`src/rtl/branch_checkpoint_scheduler_pkg.sv`:
```
// Shared pipeline definitions for the branch checkpoint scheduler: default
// checkpoint count, checkpoint index type and recovery FSM states.
`ifndef ROB_TAG_LEN
`define ROB_TAG_LEN 6
`endif

package branch_checkpoint_scheduler_pkg;

    localparam int NUM_CKPT_DEFAULT = 4;

    typedef logic [$clog2(NUM_CKPT_DEFAULT)-1:0] ckpt_id_t;

    typedef enum logic [0:0] {
        ST_NORMAL  = 1'b0,
        ST_RECOVER = 1'b1
    } bcs_state_e;

endpackage

```
`src/rtl/branch_checkpoint_scheduler_age_matrix.sv`:
```
// Relative age tracking between checkpoints: older[i][j] = 1 means checkpoint i
// was allocated before checkpoint j. Provides oldest-of-set and younger masks.
module ckpt_age_matrix #(
    parameter int N = 4
) (
    input  logic                 clock,
    input  logic                 reset,
    input  logic                 i_allocEn,
    input  logic [$clog2(N)-1:0] i_allocId,
    input  logic [N-1:0]         i_valid,
    input  logic [N-1:0]         i_cand,
    output logic [N-1:0]         o_oldest,
    output logic [N-1:0]         o_younger
);

    logic [N-1:0] r_older [N];
    logic [N-1:0] w_olderThan [N];

    // A new entry is younger than every currently valid entry and older than none.
    always_ff @(posedge clock or negedge reset) begin
        if (!reset) begin
            for (int i = 0; i < N; i++) begin
                r_older[i] <= '0;
            end
        end else if (i_allocEn) begin
            for (int j = 0; j < N; j++) begin
                if (j == int'(i_allocId)) begin
                    r_older[j] <= '0;
                end else begin
                    r_older[j][i_allocId] <= i_valid[j];
                end
            end
        end
    end

    always_comb begin
        for (int i = 0; i < N; i++) begin
            w_olderThan[i] = '0;
            for (int j = 0; j < N; j++) begin
                w_olderThan[i][j] = r_older[j][i];
            end
        end
    end

    // A candidate wins when no other candidate is older than it.
    always_comb begin
        o_oldest  = '0;
        o_younger = '0;
        for (int i = 0; i < N; i++) begin
            o_oldest[i] = i_cand[i] & ~(|(i_cand & w_olderThan[i]));
        end
        for (int i = 0; i < N; i++) begin
            if (o_oldest[i]) begin
                o_younger = o_younger | (r_older[i] & i_valid);
            end
        end
    end

endmodule

```
`src/rtl/branch_checkpoint_scheduler.sv`:
```
// Allocates branch checkpoints at dispatch, accepts resolutions and issues a
// one-cycle squash for the oldest mispredicted branch, then waits for recovery.
`ifndef ROB_TAG_LEN
`define ROB_TAG_LEN 6
`endif

module branch_checkpoint_scheduler
    import branch_checkpoint_scheduler_pkg::*;
#(
    parameter int NUM_CKPT = NUM_CKPT_DEFAULT,
    parameter int NUM_RES  = 2
) (
    input  logic                                     clock,
    input  logic                                     reset,
    input  logic                                     alloc_req,
    input  logic [`ROB_TAG_LEN-1:0]                  alloc_rob_tag,
    output logic                                     alloc_gnt,
    output logic [$clog2(NUM_CKPT)-1:0]              alloc_id,
    input  logic [NUM_RES-1:0]                       res_valid,
    input  logic [NUM_RES-1:0][$clog2(NUM_CKPT)-1:0] res_id,
    input  logic [NUM_RES-1:0]                       res_mispredict,
    output logic [NUM_RES-1:0]                       res_ready,
    output logic                                     kill,
    output logic [NUM_CKPT-1:0]                      kill_mask,
    output logic [`ROB_TAG_LEN-1:0]                  kill_rob_tag,
    input  logic                                     recover_done,
    output logic                                     branch_pending,
    output logic                                     ckpt_full
);

    localparam int ID_W  = $clog2(NUM_CKPT);
    localparam int TAG_W = `ROB_TAG_LEN;

    bcs_state_e          r_state;
    logic [NUM_CKPT-1:0] r_valid;
    logic [TAG_W-1:0]    r_tag [NUM_CKPT];
    logic                r_kill;
    logic [NUM_CKPT-1:0] r_killMask;
    logic [TAG_W-1:0]    r_killTag;

    logic [NUM_RES-1:0]  w_resReady;
    logic [NUM_CKPT-1:0] w_mispCand;
    logic [NUM_CKPT-1:0] w_freeMask;
    logic [NUM_CKPT-1:0] w_oldest;
    logic [NUM_CKPT-1:0] w_younger;
    logic [NUM_CKPT-1:0] w_killSet;
    logic [NUM_CKPT-1:0] w_allocMask;
    logic [TAG_W-1:0]    w_winnerTag;
    logic [ID_W-1:0]     w_allocId;
    logic                w_anyMisp;
    logic                w_allocGnt;

    assign w_resReady = {NUM_RES{r_state == ST_NORMAL}};

    // Resolutions naming an invalid checkpoint neither free nor squash.
    always_comb begin
        w_mispCand = '0;
        w_freeMask = '0;
        for (int p = 0; p < NUM_RES; p++) begin
            if (res_valid[p] && w_resReady[p] && r_valid[res_id[p]]) begin
                if (res_mispredict[p]) begin
                    w_mispCand[res_id[p]] = 1'b1;
                end else begin
                    w_freeMask[res_id[p]] = 1'b1;
                end
            end
        end
    end

    assign w_anyMisp = |w_mispCand;
    assign w_killSet = w_anyMisp ? (w_oldest | w_younger) : '0;

    always_comb begin
        w_winnerTag = '0;
        for (int i = 0; i < NUM_CKPT; i++) begin
            if (w_oldest[i]) begin
                w_winnerTag = w_winnerTag | r_tag[i];
            end
        end
    end

    always_comb begin
        w_allocId = '0;
        for (int i = NUM_CKPT - 1; i >= 0; i--) begin
            if (!r_valid[i]) begin
                w_allocId = ID_W'(i);
            end
        end
    end

    assign w_allocGnt  = alloc_req && (r_state == ST_NORMAL) && !(&r_valid) && !w_anyMisp;
    assign w_allocMask = w_allocGnt ? (NUM_CKPT'(1) << w_allocId) : '0;

    ckpt_age_matrix #(
        .N(NUM_CKPT)
    ) u_ageMatrix (
        .clock    (clock),
        .reset    (reset),
        .i_allocEn(w_allocGnt),
        .i_allocId(w_allocId),
        .i_valid  (r_valid),
        .i_cand   (w_mispCand),
        .o_oldest (w_oldest),
        .o_younger(w_younger)
    );

    // Correct resolutions younger than the winner are already in the kill set.
    always_ff @(posedge clock or negedge reset) begin
        if (!reset) begin
            r_state    <= ST_NORMAL;
            r_valid    <= '0;
            r_kill     <= 1'b0;
            r_killMask <= '0;
            r_killTag  <= '0;
        end else begin
            r_valid    <= (r_valid & ~w_freeMask & ~w_killSet) | w_allocMask;
            r_kill     <= w_anyMisp;
            r_killMask <= w_killSet;
            if (w_anyMisp) begin
                r_killTag <= w_winnerTag;
            end
            case (r_state)
                ST_NORMAL:  if (w_anyMisp)    r_state <= ST_RECOVER;
                ST_RECOVER: if (recover_done) r_state <= ST_NORMAL;
                default:                      r_state <= ST_NORMAL;
            endcase
        end
    end

    always_ff @(posedge clock) begin
        if (w_allocGnt) begin
            r_tag[w_allocId] <= alloc_rob_tag;
        end
    end

    assign alloc_gnt      = w_allocGnt;
    assign alloc_id       = w_allocId;
    assign res_ready      = w_resReady;
    assign kill           = r_kill;
    assign kill_mask      = r_killMask;
    assign kill_rob_tag   = r_killTag;
    assign branch_pending = |r_valid;
    assign ckpt_full      = &r_valid;

endmodule
```
`config.mk`:
```
export PLATFORM = sky130hd
export DESIGN_NAME = branch_checkpoint_scheduler
export DESIGN_NICKNAME = d
export VERILOG_FILES = /design/src/rtl/branch_checkpoint_scheduler_pkg.sv /design/src/rtl/branch_checkpoint_scheduler_age_matrix.sv /design/src/rtl/branch_checkpoint_scheduler.sv
export SDC_FILE = /design/constraint.sdc
export NUM_CORES = 1
export LEC_CHECK = 0
export CORE_MARGIN = 10
export CORE_UTILIZATION = 54
export CTS_BUF_LIST = sky130_fd_sc_hd__clkbuf_16
export DETAILED_ROUTE_END_ITERATION = 8
export PLACE_DENSITY = 0.79
export SLEW_MARGIN = 15
export SYNTH_ARGS = -nofsm -noshare
export SYNTH_HDL_FRONTEND = slang
export SYNTH_SLANG_ARGS = --single-unit
```
`constraint.sdc`:
```
create_clock -name clock -period 3 [get_ports clock]
set_clock_uncertainty 0.15 [all_clocks]
set_input_delay 0.3 -clock clock [delete_from_list [all_inputs] [get_ports clock]]
set_output_delay 0.3 -clock clock [all_outputs]
set_load 0.01 [all_outputs]
```
; ---- Word level (Yosys, flattened, before mapping)
; Memory sizes are Yosys's and may differ from the RTL's.
; Index checks and enable logic that the tools add are counted.
[totals]
ff_bits = 32
latch_bits = 0
ram_bits = 24
mem_bits_ro = 0
input_bits = 18
out_inout_bits = 18
word_cells = 116
mem_count = 1
[memory_table]
columns = memory, depth, width, read_ports, rd_clocked_by_memory_dff, wr, line_no
row1 = r_tag, 4, 6, 4, 0, 1, branch_checkpoint_scheduler.sv:36  ; logic [TAG_W-1:0] r_tag [NUM_CKPT];
[classes]
n_addsub = 0
multipliers = 0
div_mod_pow = 0
order_cmp = 6
n_eq_ne = 3
n_shift = 1
muxes = 45
n_bitwise = 31
n_reduce_logical = 20
[ops]
columns = op, n
row1 = $mux W4, 18
row2 = $and A4 B4 Y4, 10
row3 = $or A4 B4 Y4, 7
row4 = $mux W6, 4
row5 = $reduce_or A4 Y1, 6
row6 = $or A6 B6 Y6, 3
row7 = $bwmux W4, 4
row8 = $logic_and A1 B1 Y1, 10
row9 = $lt A2 B3 Y1 const B, 3
row10 = $mux W1, 9
row11 = $mux W2, 4
row12 = $not A4 Y4, 2
row13 = $demux W1 S2, 3
row14 = $ge A2 B1 Y1 const B, 3
row15 = $not A1 Y1, 5
row16 = $and A1 B1 Y1, 4
row17 = $bmux W1 S2, 2
row18 = $eq A2 B2 Y1 const A, 2
row19 = $reduce_and A4 Y1, 1
row20 = $shl A1 B2 Y4 const A, 1
row21 = $eq A1 B2 Y1 const A, 1
row22 = $logic_not A1 Y1, 2
row23 = $logic_not A2 Y1, 1
row24 = $pmux W1 S2, 1

; ---- Depth between registers and ports, before layout
[depth]
word_depth = 25
mapped_depth = 8
mapped_depth_nobuf = 8

; ---- By module
; A second synthesis with hierarchy kept.
[hier_totals]
hier_cells = 248
hier_area_um2 = 2787.7
[by_module_without_submodules]
columns = module, n_inst, cells_per_inst, area_each_um2, seq_area_each_um2
row1 = branch_checkpoint_scheduler, 1, 134, 1794.2, 1121.1
row2 = ckpt_age_matrix, 1, 114, 993.5, 400.4

; ---- Worst setup path before layout
; OpenSTA, ideal clock, no wires.
[synth_path]
kind = register to register
startpoint = register r_state
endpoint = memory r_tag[0][0] (netlist name) (enable)
setup_time_ns = 0.365
t_arrival_ns = 1.874
t_required_ns = 2.485
setup_slack_ns = 0.612
path_stages_with_launch = 6
n_path_buf = 0
period_less_slack_ns = 2.388
cell_sequence = dfrtp_1 nand3b_2 o22ai_1 a2111oi_4 nand4_4 nor2_1
[synth_via]
elab_chain_len = 12
elab_cells_between_ends = 16
classes_between = 5 x mux / 2 x bitwise / 9 x reduce/logical
[synth_lines]
columns = item, line_no
row1 = from (decl), branch_checkpoint_scheduler.sv:34  ; bcs_state_e r_state;
row2 = from (signal assigned), branch_checkpoint_scheduler.sv:110  ; r_state <= ST_NORMAL;
row3 = from (signal assigned), branch_checkpoint_scheduler.sv:123  ; ST_NORMAL: if (w_anyMisp) r_state <= ST_RECOVER;
row4 = from (signal assigned), branch_checkpoint_scheduler.sv:124  ; ST_RECOVER: if (recover_done) r_state <= ST_NORMAL;
row5 = $not A1 Y1 *, -
row6 = $logic_and A1 B1 Y1 (2 in a row), branch_checkpoint_scheduler.sv:60  ; if (res_valid[p] && w_resReady[p] && r_valid[res_id[p]]) begin
row7 = $mux W4, branch_checkpoint_scheduler.sv:60
row8 = $or A4 B4 Y4 (no source line), -
row9 = $mux W4, branch_checkpoint_scheduler.sv:61  ; if (res_mispredict[p]) begin
row10 = $mux W4, branch_checkpoint_scheduler.sv:60
row11 = $reduce_or A4 Y1, branch_checkpoint_scheduler.sv:70  ; assign w_anyMisp = |w_mispCand;
row12 = $logic_not A1 Y1, branch_checkpoint_scheduler.sv:91  ; assign w_allocGnt = alloc_req && (r_state == ST_NORMAL) && !(&r_valid) && !w_anyMisp;
row13 = $logic_and A1 B1 Y1 *, branch_checkpoint_scheduler.sv:91
row14 = $mux W1 *, branch_checkpoint_scheduler.sv:131  ; if (w_allocGnt) begin
row15 = $mux W1 (not written as such) *, branch_checkpoint_scheduler.sv:132  ; r_tag[w_allocId] <= alloc_rob_tag;
row16 = to (decl), branch_checkpoint_scheduler.sv:36
; Mark *: on every way between the ends. The rest lies on a longest branch, timed or not.

; ---- Worst setup path after layout
[layout_path]
startpoint = input res_id[3] (netlist name)
endpoint = output alloc_gnt
[layout_via]
elab_chain_len = 10
elab_cells_between_ends = 14
classes_between = 2 x order compare / 6 x mux / 1 x bitwise / 5 x reduce/logical
[layout_lines]
columns = item, line_no
row1 = from (decl), branch_checkpoint_scheduler.sv:20  ; input logic [NUM_RES-1:0][$clog2(NUM_CKPT)-1:0] res_id,
row2 = $lt A2 B3 Y1 (not written as such) / $ge A2 B1 Y1 (equally long branches), branch_checkpoint_scheduler.sv:62  ; w_mispCand[res_id[p]] = 1'b1;
row3 = $logic_and A1 B1 Y1 (not written as such), branch_checkpoint_scheduler.sv:62
row4 = $mux W1 (not written as such), branch_checkpoint_scheduler.sv:62
row5 = $demux W1 S2, branch_checkpoint_scheduler.sv:62
row6 = $or A4 B4 Y4 (no source line), -
row7 = $mux W4, branch_checkpoint_scheduler.sv:61
row8 = $mux W4 *, branch_checkpoint_scheduler.sv:60
row9 = $reduce_or A4 Y1 *, branch_checkpoint_scheduler.sv:70
row10 = $logic_not A1 Y1 *, branch_checkpoint_scheduler.sv:91
row11 = $logic_and A1 B1 Y1 *, branch_checkpoint_scheduler.sv:91
row12 = to (decl), branch_checkpoint_scheduler.sv:17  ; output logic alloc_gnt,
; Mark *: on every way between the ends. The rest lies on a longest branch, timed or not. The select of a mux whose other input is x is not followed.

==> impl_metrics.json <==
{
  "synth-main-ff-cell": "dfrtp_1",
  "drt_wl_total_um": 6860,
  "layout_commonest_cell": "clkdlybuf4s50_1",
  "grt_pass1_vias": 2109,
  "drt_iter0_markers": 306,
  "rsz0062_at_grt": "false",
  "period_minus_slack_ns": 2.902,
  "layout_common_cells": "clkdlybuf4s50_1 (34), dfrtp_1 (32), nand2_1 (28)",
  "setup_viol": 0,
  "combPwrFrac_pct": 39.8,
  "ys_warn_count": 0,
  "finalHoldViolations": 0,
  "cts_tree": "yes",
  "critical_path_buf_inv_count": 3,
  "cpMostUsedCell": "clkdlybuf4s50_1",
  "dieArea_um2": 8223,
  "crit_cells": 7,
  "slew_headroom_pct": 62.89,
  "timing.fmax_ghz": 0.3445,
  "synth_edf_count": 24,
  "syn-instance-count": 240,
  "synth_seq_area_share_pct": 56.40,
  "clk_latency_ns": 0.29,
  "syn_area_um2": 2698,
  "period_share_pct": 96.75,
  "area_growth_pct": 24.44,
  "ir_worst_vdd_v": 0.0005977,
  "drtPass1Iterations": 5,
  "grt_pass1_wl_um": 10870,
  "p_leak_uw": 0.001381,
  "clock_path_buffers": 2,
  "ys_types": 52,
  "synth_top_area_share_pct": 29.68,
  "path_clk_slew_ns": 0.07,
  "synthArstFlopShare_pct": 57.14,
  "core_um2": 4786,
  "intPower_uw": 1862,
  "cp.arrival_ns": 2.45,
  "gr-total-overflow": 0,
  "ys_top_cells_by_area": "dfrtp_1 (30%), edfxtp_1 (27%), nand2_1 (3.9%), a22oi_1 (3.3%), nand3_1 (3.2%)",
  "h-tree-depth": 2,
  "grt_antenna_before_repair": 0,
  "cp-start-kind": "primary input",
  "max_stage_delay_ns": 0.59,
  "drc": 0,
  "tns_ns": 0,
  "grt_max_degree": 33,
  "path_max_fanout": 8,
  "dp_hpwl_um": 4976,
  "crit_family": "buffers and inverters",
  "fin_area_um2": 3357,
  "ff2ff_path_depth": 8,
  "synth_top_cell_by_area": "dfrtp_1",
  "cts_root_buf": "clkbuf_16",
  "p_sw_share_pct": 37.19,
  "cp-end-kind": "primary output",
  "grt_usage_pct": 16.38,
  "power_frac_clock_pct": 19.0,
  "cts_num_sinks": 56,
  "postRouteAntennaNets": 0,
  "maxCapViolCount": 0,
  "crit_required_ns": 2.55,
  "tightest_slew_ns": 0.5566,
  "die_y_um": 90.68,
  "slew_violations": 0,
  "final_core_util_pct": 70.14,
  "p_switching_uw": 1102,
  "num_vias": 2208,
  "synth_seq_cells": 56,
  "chipWidth_um": 90.68,
  "whs_ns": 0.2508,
  "path_cells": "clkdlybuf4s50_1 > nand3b_1 > o22ai_1 > a2111oi_4 > nand4_4 > clkinv_2 > clkdlybuf4s50_1",
  "placed_area_um2": 3202,
  "place_ws_ns": 0.1116,
  "synth_nets": 262,
  "port_buffers": 35,
  "power_frac_seq_pct": 41.2,
  "outcome": "finished, final reports clean",
  "n_antenna_cell": 0,
  "cts_made_buffers": 5,
  "viasPerCell": 6.202,
  "rows": 25,
  "min_path_type": "primary input to asynchronous set/reset pin",
  "drive_gt1_share_pct": 12.80,
  "initial_utilization_pct": 56.37,
  "gp_congestion": 0.8764,
  "nets": 310,
  "power.density_nw_per_um2": 882.8,
  "ioPinCount": 36,
  "critPathKind": "primary input to primary output",
  "slowest_stage": "clkdlybuf4s50_1",
  "avgSynthCellArea_um2": 11.24,
  "wl_per_cell_um": 19.27,
  "worst_slack_ns": 0.09761
}
==> repair_timing <==
action,in CTS,in global routing
buffers inserted,0,1
endpoints found under the setup margin,0,1
hold buffers,0,0
resized for setup,0,1
==> power groups by stage <==
| stage | Sequential (µW) | Clock (µW) | Combinational [µW] |
|---|---|---|---|
| floorplan | 1160 | 0 | 713 |
| global placement | 1210 | 0 | 1140 |
| detailed placement | 1220 | 0 | 1170 |
| CTS | 1210 | 563 | 1180 |
| global route | 1240 | 607 | 1290 |
| finish | 1220 | 562 | 1180 |
==> worst paths after layout <==
check / start / end / slack (ns)
max: res_id[3] / alloc_gnt / 0.1
min: reset / u_ageMatrix.r_older[13] / 0.25
max reg2reg: r_state / r_valid[2] / 0.36
min reg2reg: r_tag[2][1] / kill_rob_tag[1] / 0.32
max in group asynchronous: reset / kill_rob_tag[4] / 2.15
min in group clock: r_tag[2][1] / kill_rob_tag[1] / 0.32
==> layer usage <==
metal  vias to the layer above  track usage (%)  share of wire [%]
met2                       114            25.72                 47
li1                       1000                -                  -
met3                        19            4.904                8.9
met4                         0            5.968                2.3
met5                         -                0                  0
met1                      1075            20.75                 42
==> flip-flops by register name (all words and copies together), names as in the netlist <==
| signal | cells |
|---|---|
| r_state | 1 |
| kill_mask | 4 |
| r_valid | 4 |
| kill_rob_tag | 6 |
| r_tag | 24 |
| u_ageMatrix.r_older | 16 |
| kill | 1 |
==> layout make-up <==
| cell class | instances | area (µm²) |
|---|---|---|
| clock buffers | 5 | 125.1 |
| clock inverters | 3 | 20.02 |
| fillers | 362 | 1429 |
| inverters | 12 | 46.29 |
| multi-input cells | 159 | 1065 |
| flip-flops and latches | 56 | 1521 |
| well taps | 67 | 83.83 |
| repair buffers | 54 | 495.5 |
==> metrics by stage <==
step | total power [µW] | instances
final | 2964 | 356
after global routing | 3138 | 356
after CTS | 2954 | 355
after detailed placement | 2391 | 347
after global placement | 2351 | 347
after floorplan | 1874 | 240
==> cells by family after synthesis <==
kind of cell    share of synthesized area, %
compound gates                         16.05
fa+ha+maj                              1.855
buf+inv                                4.128
flops                                  56.40
mux                                    2.319
simple gates                           19.25
==> cells in the mapped netlist (4+ instances only) <==
| cell | number |
|---|---|
| a22oi_1 | 12 |
| a31oi_1 | 7 |
| a32oi_1 | 5 |
| and2_1 | 5 |
| and3_1 | 4 |
| buf_2 | 4 |
| clkbuf_1 | 7 |
| dfrtp_1 | 32 |
| edfxtp_1 | 24 |
| ha_1 | 4 |
| inv_1 | 11 |
| nand2_1 | 28 |
| nand3_1 | 17 |
| nand3b_1 | 5 |
| nand4b_1 | 4 |
| nor2_1 | 10 |
| nor2b_1 | 4 |
| o21ai_0 | 8 |
==> worst reg2reg max path: stages, from the launching register on <==
cell and delay, ns:
dfrtp_1 0.45, nand3b_2 0.29, o32ai_2 0.35, buf_4 0.20, nand2_1 0.06, nor4_1 0.34
buf_4 0.26, a32oi_1 0.16, a32o_1 0.28
Note: power is estimated with default switching activity, not from simulation.
